==> config.mk <==
export PLATFORM = sky130hd
export DESIGN_NAME = lsu_ram_port
export DESIGN_NICKNAME = d
export VERILOG_FILES = /design/src/rtl/lsu_ram_port.sv
export SDC_FILE = /design/constraint.sdc
export NUM_CORES = 1
export LEC_CHECK = 0
export ABC_AREA = 1
export CAP_MARGIN = 25
export CORE_ASPECT_RATIO = 1.5
export CORE_MARGIN = 2
export CORE_UTILIZATION = 25
export DETAILED_ROUTE_END_ITERATION = 8
export PLACE_DENSITY_LB_ADDON = 0.25
export RECOVER_POWER = 50
export SYNTH_ARGS = -nofsm -noshare
export SYNTH_HDL_FRONTEND = slang
export SYNTH_SLANG_ARGS = --single-unit
==> constraint.sdc <==
create_clock -name clk -period 3.4 [get_ports clk]
set_input_delay 0.85 -clock clk [delete_from_list [all_inputs] [get_ports clk]]
set_output_delay 0.85 -clock clk [all_outputs]
set_load 0.005 [all_outputs]
==> src/rtl/lsu_ram_port.sv <==
// Load/store unit port onto a single-ported word RAM with a registered read output.
// Sub-word stores are done as read-modify-write; misaligned or out-of-range requests are rejected.
module lsu_ram_port #(
  parameter int unsigned ADDR_WIDTH = 10
) (
  input  logic                  clk,
  input  logic                  rst,
  input  logic                  req_valid,
  output logic                  req_ready,
  input  logic                  req_we,
  input  logic [2:0]            req_funct3,
  input  logic [31:0]           req_addr,
  input  logic [31:0]           req_wdata,
  output logic                  rsp_valid,
  output logic [31:0]           rsp_rdata,
  output logic                  rsp_err,
  output logic [ADDR_WIDTH-1:0] ram_addr,
  output logic [31:0]           ram_wdata,
  output logic                  ram_we,
  output logic                  ram_re,
  input  logic [31:0]           ram_rdata
);

  localparam int unsigned AW2 = ADDR_WIDTH + 2;

  typedef enum logic [2:0] {
    StIdle,
    StRd,
    StRdWait,
    StRmwRd,
    StRmwWait,
    StWr,
    StResp
  } state_e;

  state_e         r_state;
  state_e         w_state_next;
  logic           r_we;
  logic [2:0]     r_funct3;
  logic [AW2-1:0] r_addr;
  logic [31:0]    r_merge;

  logic           w_accept;
  logic           w_err;
  logic [1:0]     w_off;
  logic [7:0]     w_byte;
  logic [15:0]    w_half;
  logic [31:0]    w_load;
  logic [31:0]    w_merged;

  assign w_accept = req_valid && req_ready;

  // Request classification, only meaningful in the accept cycle.
  always_comb begin
    w_err = 1'b0;
    if ((req_funct3 == 3'b011) || (req_funct3[2:1] == 2'b11)) w_err = 1'b1;
    if (req_we && req_funct3[2]) w_err = 1'b1;
    if ((req_funct3[1:0] == 2'b01) && req_addr[0]) w_err = 1'b1;
    if ((req_funct3[1:0] == 2'b10) && (req_addr[1:0] != 2'b00)) w_err = 1'b1;
    if ((req_addr >> AW2) != 32'd0) w_err = 1'b1;
  end

  always_comb begin
    w_state_next = r_state;
    case (r_state)
      StIdle: begin
        if (w_accept) begin
          if (w_err) begin
            w_state_next = StResp;
          end else if (!req_we) begin
            w_state_next = StRd;
          end else if (req_funct3[1:0] == 2'b10) begin
            w_state_next = StWr;
          end else begin
            w_state_next = StRmwRd;
          end
        end
      end
      StRd:      w_state_next = StRdWait;
      StRdWait:  w_state_next = StResp;
      StRmwRd:   w_state_next = StRmwWait;
      StRmwWait: w_state_next = StWr;
      StWr:      w_state_next = StResp;
      StResp:    w_state_next = StIdle;
      default:   w_state_next = StIdle;
    endcase
  end

  always_comb begin
    req_ready = (r_state == StIdle) && !rst;
    rsp_valid = (r_state == StResp) && !rst;
    ram_re    = !rst && ((r_state == StRd) || (r_state == StRmwRd));
    ram_we    = !rst && (r_state == StWr) && r_we;
    ram_addr  = '0;
    if ((r_state == StRd) || (r_state == StRmwRd) || (r_state == StWr)) begin
      ram_addr = r_addr[AW2-1:2];
    end
    ram_wdata = (r_state == StWr) ? r_merge : 32'd0;
  end

  assign w_off = r_addr[1:0];

  // Lane extraction for loads (little-endian).
  always_comb begin
    w_byte = ram_rdata[7:0];
    case (w_off)
      2'd0:    w_byte = ram_rdata[7:0];
      2'd1:    w_byte = ram_rdata[15:8];
      2'd2:    w_byte = ram_rdata[23:16];
      default: w_byte = ram_rdata[31:24];
    endcase
    w_half = r_addr[1] ? ram_rdata[31:16] : ram_rdata[15:0];
    case (r_funct3)
      3'b000:  w_load = {{24{w_byte[7]}}, w_byte};
      3'b100:  w_load = {24'd0, w_byte};
      3'b001:  w_load = {{16{w_half[15]}}, w_half};
      3'b101:  w_load = {16'd0, w_half};
      default: w_load = ram_rdata;
    endcase
  end

  // Store data sits in r_merge from accept; its low lanes are spliced into the old word.
  always_comb begin
    w_merged = ram_rdata;
    if (r_funct3[1:0] == 2'b00) begin
      case (w_off)
        2'd0:    w_merged[7:0]   = r_merge[7:0];
        2'd1:    w_merged[15:8]  = r_merge[7:0];
        2'd2:    w_merged[23:16] = r_merge[7:0];
        default: w_merged[31:24] = r_merge[7:0];
      endcase
    end else if (r_funct3[1:0] == 2'b01) begin
      if (r_addr[1]) begin
        w_merged[31:16] = r_merge[15:0];
      end else begin
        w_merged[15:0] = r_merge[15:0];
      end
    end else begin
      w_merged = r_merge;
    end
  end

  // Response fields only change on the edge that enters StResp.
  always_ff @(posedge clk) begin
    if (rst) begin
      r_state   <= StIdle;
      r_we      <= 1'b0;
      r_funct3  <= 3'd0;
      r_addr    <= '0;
      r_merge   <= 32'd0;
      rsp_rdata <= 32'd0;
      rsp_err   <= 1'b0;
    end else begin
      r_state <= w_state_next;
      if (w_accept) begin
        r_we     <= req_we;
        r_funct3 <= req_funct3;
        r_addr   <= req_addr[AW2-1:0];
        if (req_we) r_merge <= req_wdata;
        if (w_err) begin
          rsp_err   <= 1'b1;
          rsp_rdata <= 32'd0;
        end
      end
      case (r_state)
        StRdWait: begin
          rsp_rdata <= w_load;
          rsp_err   <= 1'b0;
        end
        StRmwWait: r_merge <= w_merged;
        StWr: begin
          rsp_rdata <= 32'd0;
          rsp_err   <= 1'b0;
        end
        default: ;
      endcase
    end
  end

endmodule

## Word level (Yosys, flattened, before mapping)

Index checks and enable logic that the tools add are counted.

- Output and inout port bits: 79
- Register bits after elaboration: 84
- Input bits: 103

- Muxes and demuxes: 29
- Equal/unequal tests: 20
- Reduce and logical (&&, ||, !) cells: 31

Operators by type and width:

| operator | count |
|---|---|
| 32-bit 2-to-1 mux | 8 |
| 32-bit one-hot mux with 4 select lines | 1 |
| 32-bit one-hot mux with 2 select lines | 1 |
| 16-bit 2-to-1 mux | 3 |
| 8-bit 2-to-1 mux | 4 |
| 32-bit nonzero test | 1 |
| 8-bit one-hot mux with 3 select lines | 1 |
| 3-bit == test (second input constant) | 5 |
| 3-bit one-hot mux with 5 select lines | 1 |
| 3-bit 2-to-1 mux | 4 |
| 10-bit 2-to-1 mux | 1 |
| 3-bit by 2-bit == test with 1-bit output (second input constant) | 3 |
| 1-bit logical AND | 9 |
| 3-bit != test (second input constant) | 3 |
| 2-bit by 1-bit == test with 1-bit output (second input constant) | 3 |
| 2-bit == test (second input constant) | 3 |
| 3-bit by 1-bit == test with 1-bit output (second input constant) | 2 |
| 3-bit zero test | 2 |
| 2-bit nonzero test | 3 |
| 3-bit nonzero test | 2 |
| 3-bit OR reduction | 2 |
| 1-bit 2-to-1 mux | 5 |
| 5-bit AND reduction | 1 |
| 2-bit zero test | 2 |
| 7 further kinds | 10 |

## Logic depth before layout (Yosys ltp)

- Depth in word-level cells: 10
- Depth in mapped cells: 12

## Worst setup path after synthesis

Ideal clock, no wire load.

- Path kind: in2out
- From: input rst
- To: output ram_we
- Slack: 1.226 ns
- Path buffers: 1
- Stages: 4
- Arrival time: 1.324 ns
- Cells stage by stage: inv_1 -> clkbuf_1 -> nand2_1 -> nor2_1

- Word-level cells in the longest chain between the ends: 3

Ends and longest elaborated chain:

| what | line | RTL |
|---|---|---|
| from (decl) | 7 | `input logic rst,` |
| 1-bit zero test | 93 | `ram_we = !rst && (r_state == StWr) && r_we;` |
| 1-bit logical AND (2 in series) | 93 |  |
| to (decl) | 19 | `output logic ram_we,` |

No other way between the ends.

## Final worst setup path

- From: input rst
- To: register r_funct3[0]

- Word-level cells in the longest chain between the ends: 3

Ends and longest elaborated chain:

| what | line | RTL |
|---|---|---|
| 1-bit zero test | 90 | `req_ready = (r_state == StIdle) && !rst;` |
| 1-bit logical AND | 90 |  |
| 1-bit logical AND | 51 | `assign w_accept = req_valid && req_ready;` |
| to (signal assigned) | 157 | `r_funct3 <= req_funct3;` |
| to (decl) | 39 | `logic [2:0] r_funct3;` |

Parallel ways exist; a longest one is shown, timed or not.
A chain may end at the register's enable or synchronous reset.

==> out/metrics.yaml <==
run:
  maxCapViolations: 0
critical_path:
  path_class: "primary input to flop"
  crit_family: "buffers and inverters"
  worst-path-buf-inv: 4
  cp_slowest_cell: "clkbuf_2"
  crit_start: "rst"
  rrSetupSlack_ns: 1.14
  reg2reg_from: "r_addr[1]"
  crit_chain: "clkdlybuf4s50_1, clkbuf_2, nor3_1, buf_4, inv_1, o21ai_0, a21oi_1"
  cp.arrival_ns: 3.32
  endpoint_kind: "flop"
  crit_fanout: 36
  cp-start-kind: "primary input"
  cp_slowest_stage_delay_ns: 0.66
  required_ns: 3.67
floorplanning:
  dieArea_sq_um: 22130
  coreArea_sq_um: 20500
  chipWidth_microns: 122.1
  core.rowCount: 64
  start_util: 0.2552
  die_h_microns: 181.2
  ioPinCount: 182
route:
  routedWlPerCell_microns: 15.74
  dr.pass1.iters: 5
  num_vias: 5919
  ant_nets: 0
  drc: 0
  viasPerCell: 4.603
  drt-total-wl_microns: 20240
  drt_iter0_markers: 299
yosys:
  synthAdderAreaFrac: 0
  synth.ff_latch_count: 84
  synth_top_family_by_area: "simple AND/OR/NAND/NOR gates"
  synth_edf_count: 0
  mappedNetlistArea_sq_um: 5233
  synthFlopType: "dfxtp_1"
  yosysTopAreaCellShare: 0.3214
  synth_cells: 864
  synth-compound-area-share: 0.2088
  synth_xor_area_frac: 0
  yosys.area_share.simple: 0.3274
  synth-async-reset-ratio: 0
  synth_cell_types: 29
  synth_mux_area_frac: 0
  synth_area_leaders: "dfxtp_1 (32%), nand2_1 (13%), a21oi_1 (10%)"
  yosys_warnings: 0
  syn_nets: 967
  yosys.area.top_type: "dfxtp_1"
  yosysSeqAreaShare: 0.3214
  syn_area_per_cell_sq_um: 6.056
min_path:
  min_from: "r_addr[4]"
  hp-class: "flop to flop"
clock_network:
  cts_resized: 0
  root_buffer: "clkbuf_16"
  cts_tree: "yes"
  clock-sinks: 84
  cts_setup_buffers: 0
  clk_pin_slew_ns: 0.07
  cts_made_buffers: 9
  max-clock-path-buffers: 2
  hold_buffers: 0
  clock_latency_ns: 0.35
  cts_htree_levels: 3
timing:
  report.final.slew_viol_count: 0
  fin_crit_sh: 0.8985
  finClkSkew_ns: 0.008699
  holdWs_ns: 0.4549
  fin_setup_tns_ns: 0
  max_clock_freq_ghz: 0.3273
  tightest_slew_ns: 0.9392
  rsz0062_at_grt: "no"
  hold_violations: 0
  max-slew-margin-rel: 0.3739
  setup_viol: 0
  post-route-min-period_ns: 3.055
global_routing:
  grt_pass1_vias: 5539
  grt_pass1_wl_microns: 30860
  grt_max_degree: 47
  grt_remaining_overflow: 0
  grt_util_all_layers: 0.1826
  antenna_found_initial: 0
final_layout:
  nets: 1120
  stdcell_count: 1286
  final_area_sq_um: 7473
  insertedDiodeCount: 0
  drive_above_1_share: 0.04795
  syn_to_final_growth_pct: 42.83
placement:
  dpl.cell_count: 1270
  place_area_sq_um: 7183
  gp_congestion: 0.8724
  portBuffers: 181
  hpwl_microns: 15700
status:
  status: "complete, no violations"
power:
  power_frac_comb: 0.418
  p_sw_mw: 1.642
  swShare: 0.4071
  pwr-share-seq: 0.327
  fin_total_pwr_mw: 4.032
  irDropWorstVdd_v: 0.0002604
  p_int_mw: 2.390
  leakage_nw: 3.240
  p_clk_frac: 0.254
  powerDensity_nw_per_um2: 539.5
cells in the mapped netlist (3+ instances only):
master and n:
a21oi_1 107, o211ai_1 12, nand4_1 9, buf_2 21, dfxtp_1 84, nand3_1 58, inv_2 5, buf_4 7
o221ai_1 3, nor3_1 4, nor2_2 3, nor2_1 122, nand3_4 4, inv_1 117, o21ai_0 81, clkbuf_1 18
nand2_1 184, buf_6 5, o21ai_1 3, nand2_2 4
path summary, 6_finish.rpt:
kind,to,depth (start not counted)
min,r_addr[4],2
max,r_funct3[0],7
max reg2reg,r_merge[26],7
min reg2reg,r_addr[4],2
flip-flops by register name, indices dropped and copies added, names as in the netlist:
signal     cells
r_funct3       3
r_state        3
r_we           1
rsp_err        1
rsp_rdata     32
r_addr        12
r_merge       32
stage by stage:
step,worst slack (ns),utilization
floorplan,1.226,-
global placement,0.3769,0.3504
detailed placement,0.3688,0.3504
CTS,0.3691,0.3651
global route,0.1545,0.3646
finish,0.3449,0.3646
layout make-up:
class                   count  area, sq um
flip-flops and latches     84         1682
multi-input cells         606         2800
fillers                  2361        13030
inverters                 123        464.2
well taps                 264        330.3
clock inverters             6        71.32
clock buffers              10        229.0
repair buffers            193         1897
placed cells by master (no fill, tap or decap), drive strengths merged, types with 3 or more instances in the layout:
master	n
nand2	190
clkdlybuf4s50	148
nor2	127
inv	126
a21oi	107
dfxtp	84
o21ai	84
nand3	63
dlygate4sd3	33
o211ai	12
clkbuf	12
buf	10
nand4	9
nor3	5
o221ai	3
cell families after synthesis:
kind of cell / Yosys count
AOI/OAI and AO/OA: 209
DFF: 84
and+or+nand+nor: 397
buffers and inverters: 174
power groups by stage:
stage               clock network [mW]  registers [mW]  logic, mW
global route                      1.09            1.35       1.91
global placement                     0            1.34       1.70
floorplan                            0            1.31       1.18
detailed placement                   0            1.34       1.72
CTS                               1.05            1.32       1.72
finish                            1.03            1.32       1.69
layer usage:
layer / part of all wire / GRT usage / vias up
met5: 0 / 0 / -
met3: 0.052 / 0.03598 / 24
met1: 0.41 / 0.2212 / 2670
li1: - / - / 3063
met4: 0.027 / 0.05839 / 0
met2: 0.51 / 0.3198 / 162
worst register-to-register path, stage by stage (launching register included):
cell	delay, ns
dfxtp_1	0.64
nand2_1	0.50
o21ai_0	0.30
a21oi_1	0.05
o21ai_0	0.37
nand2_1	0.13
nor2_1	0.11
nor2_1	0.05
(Power assumes the default switching activity.)
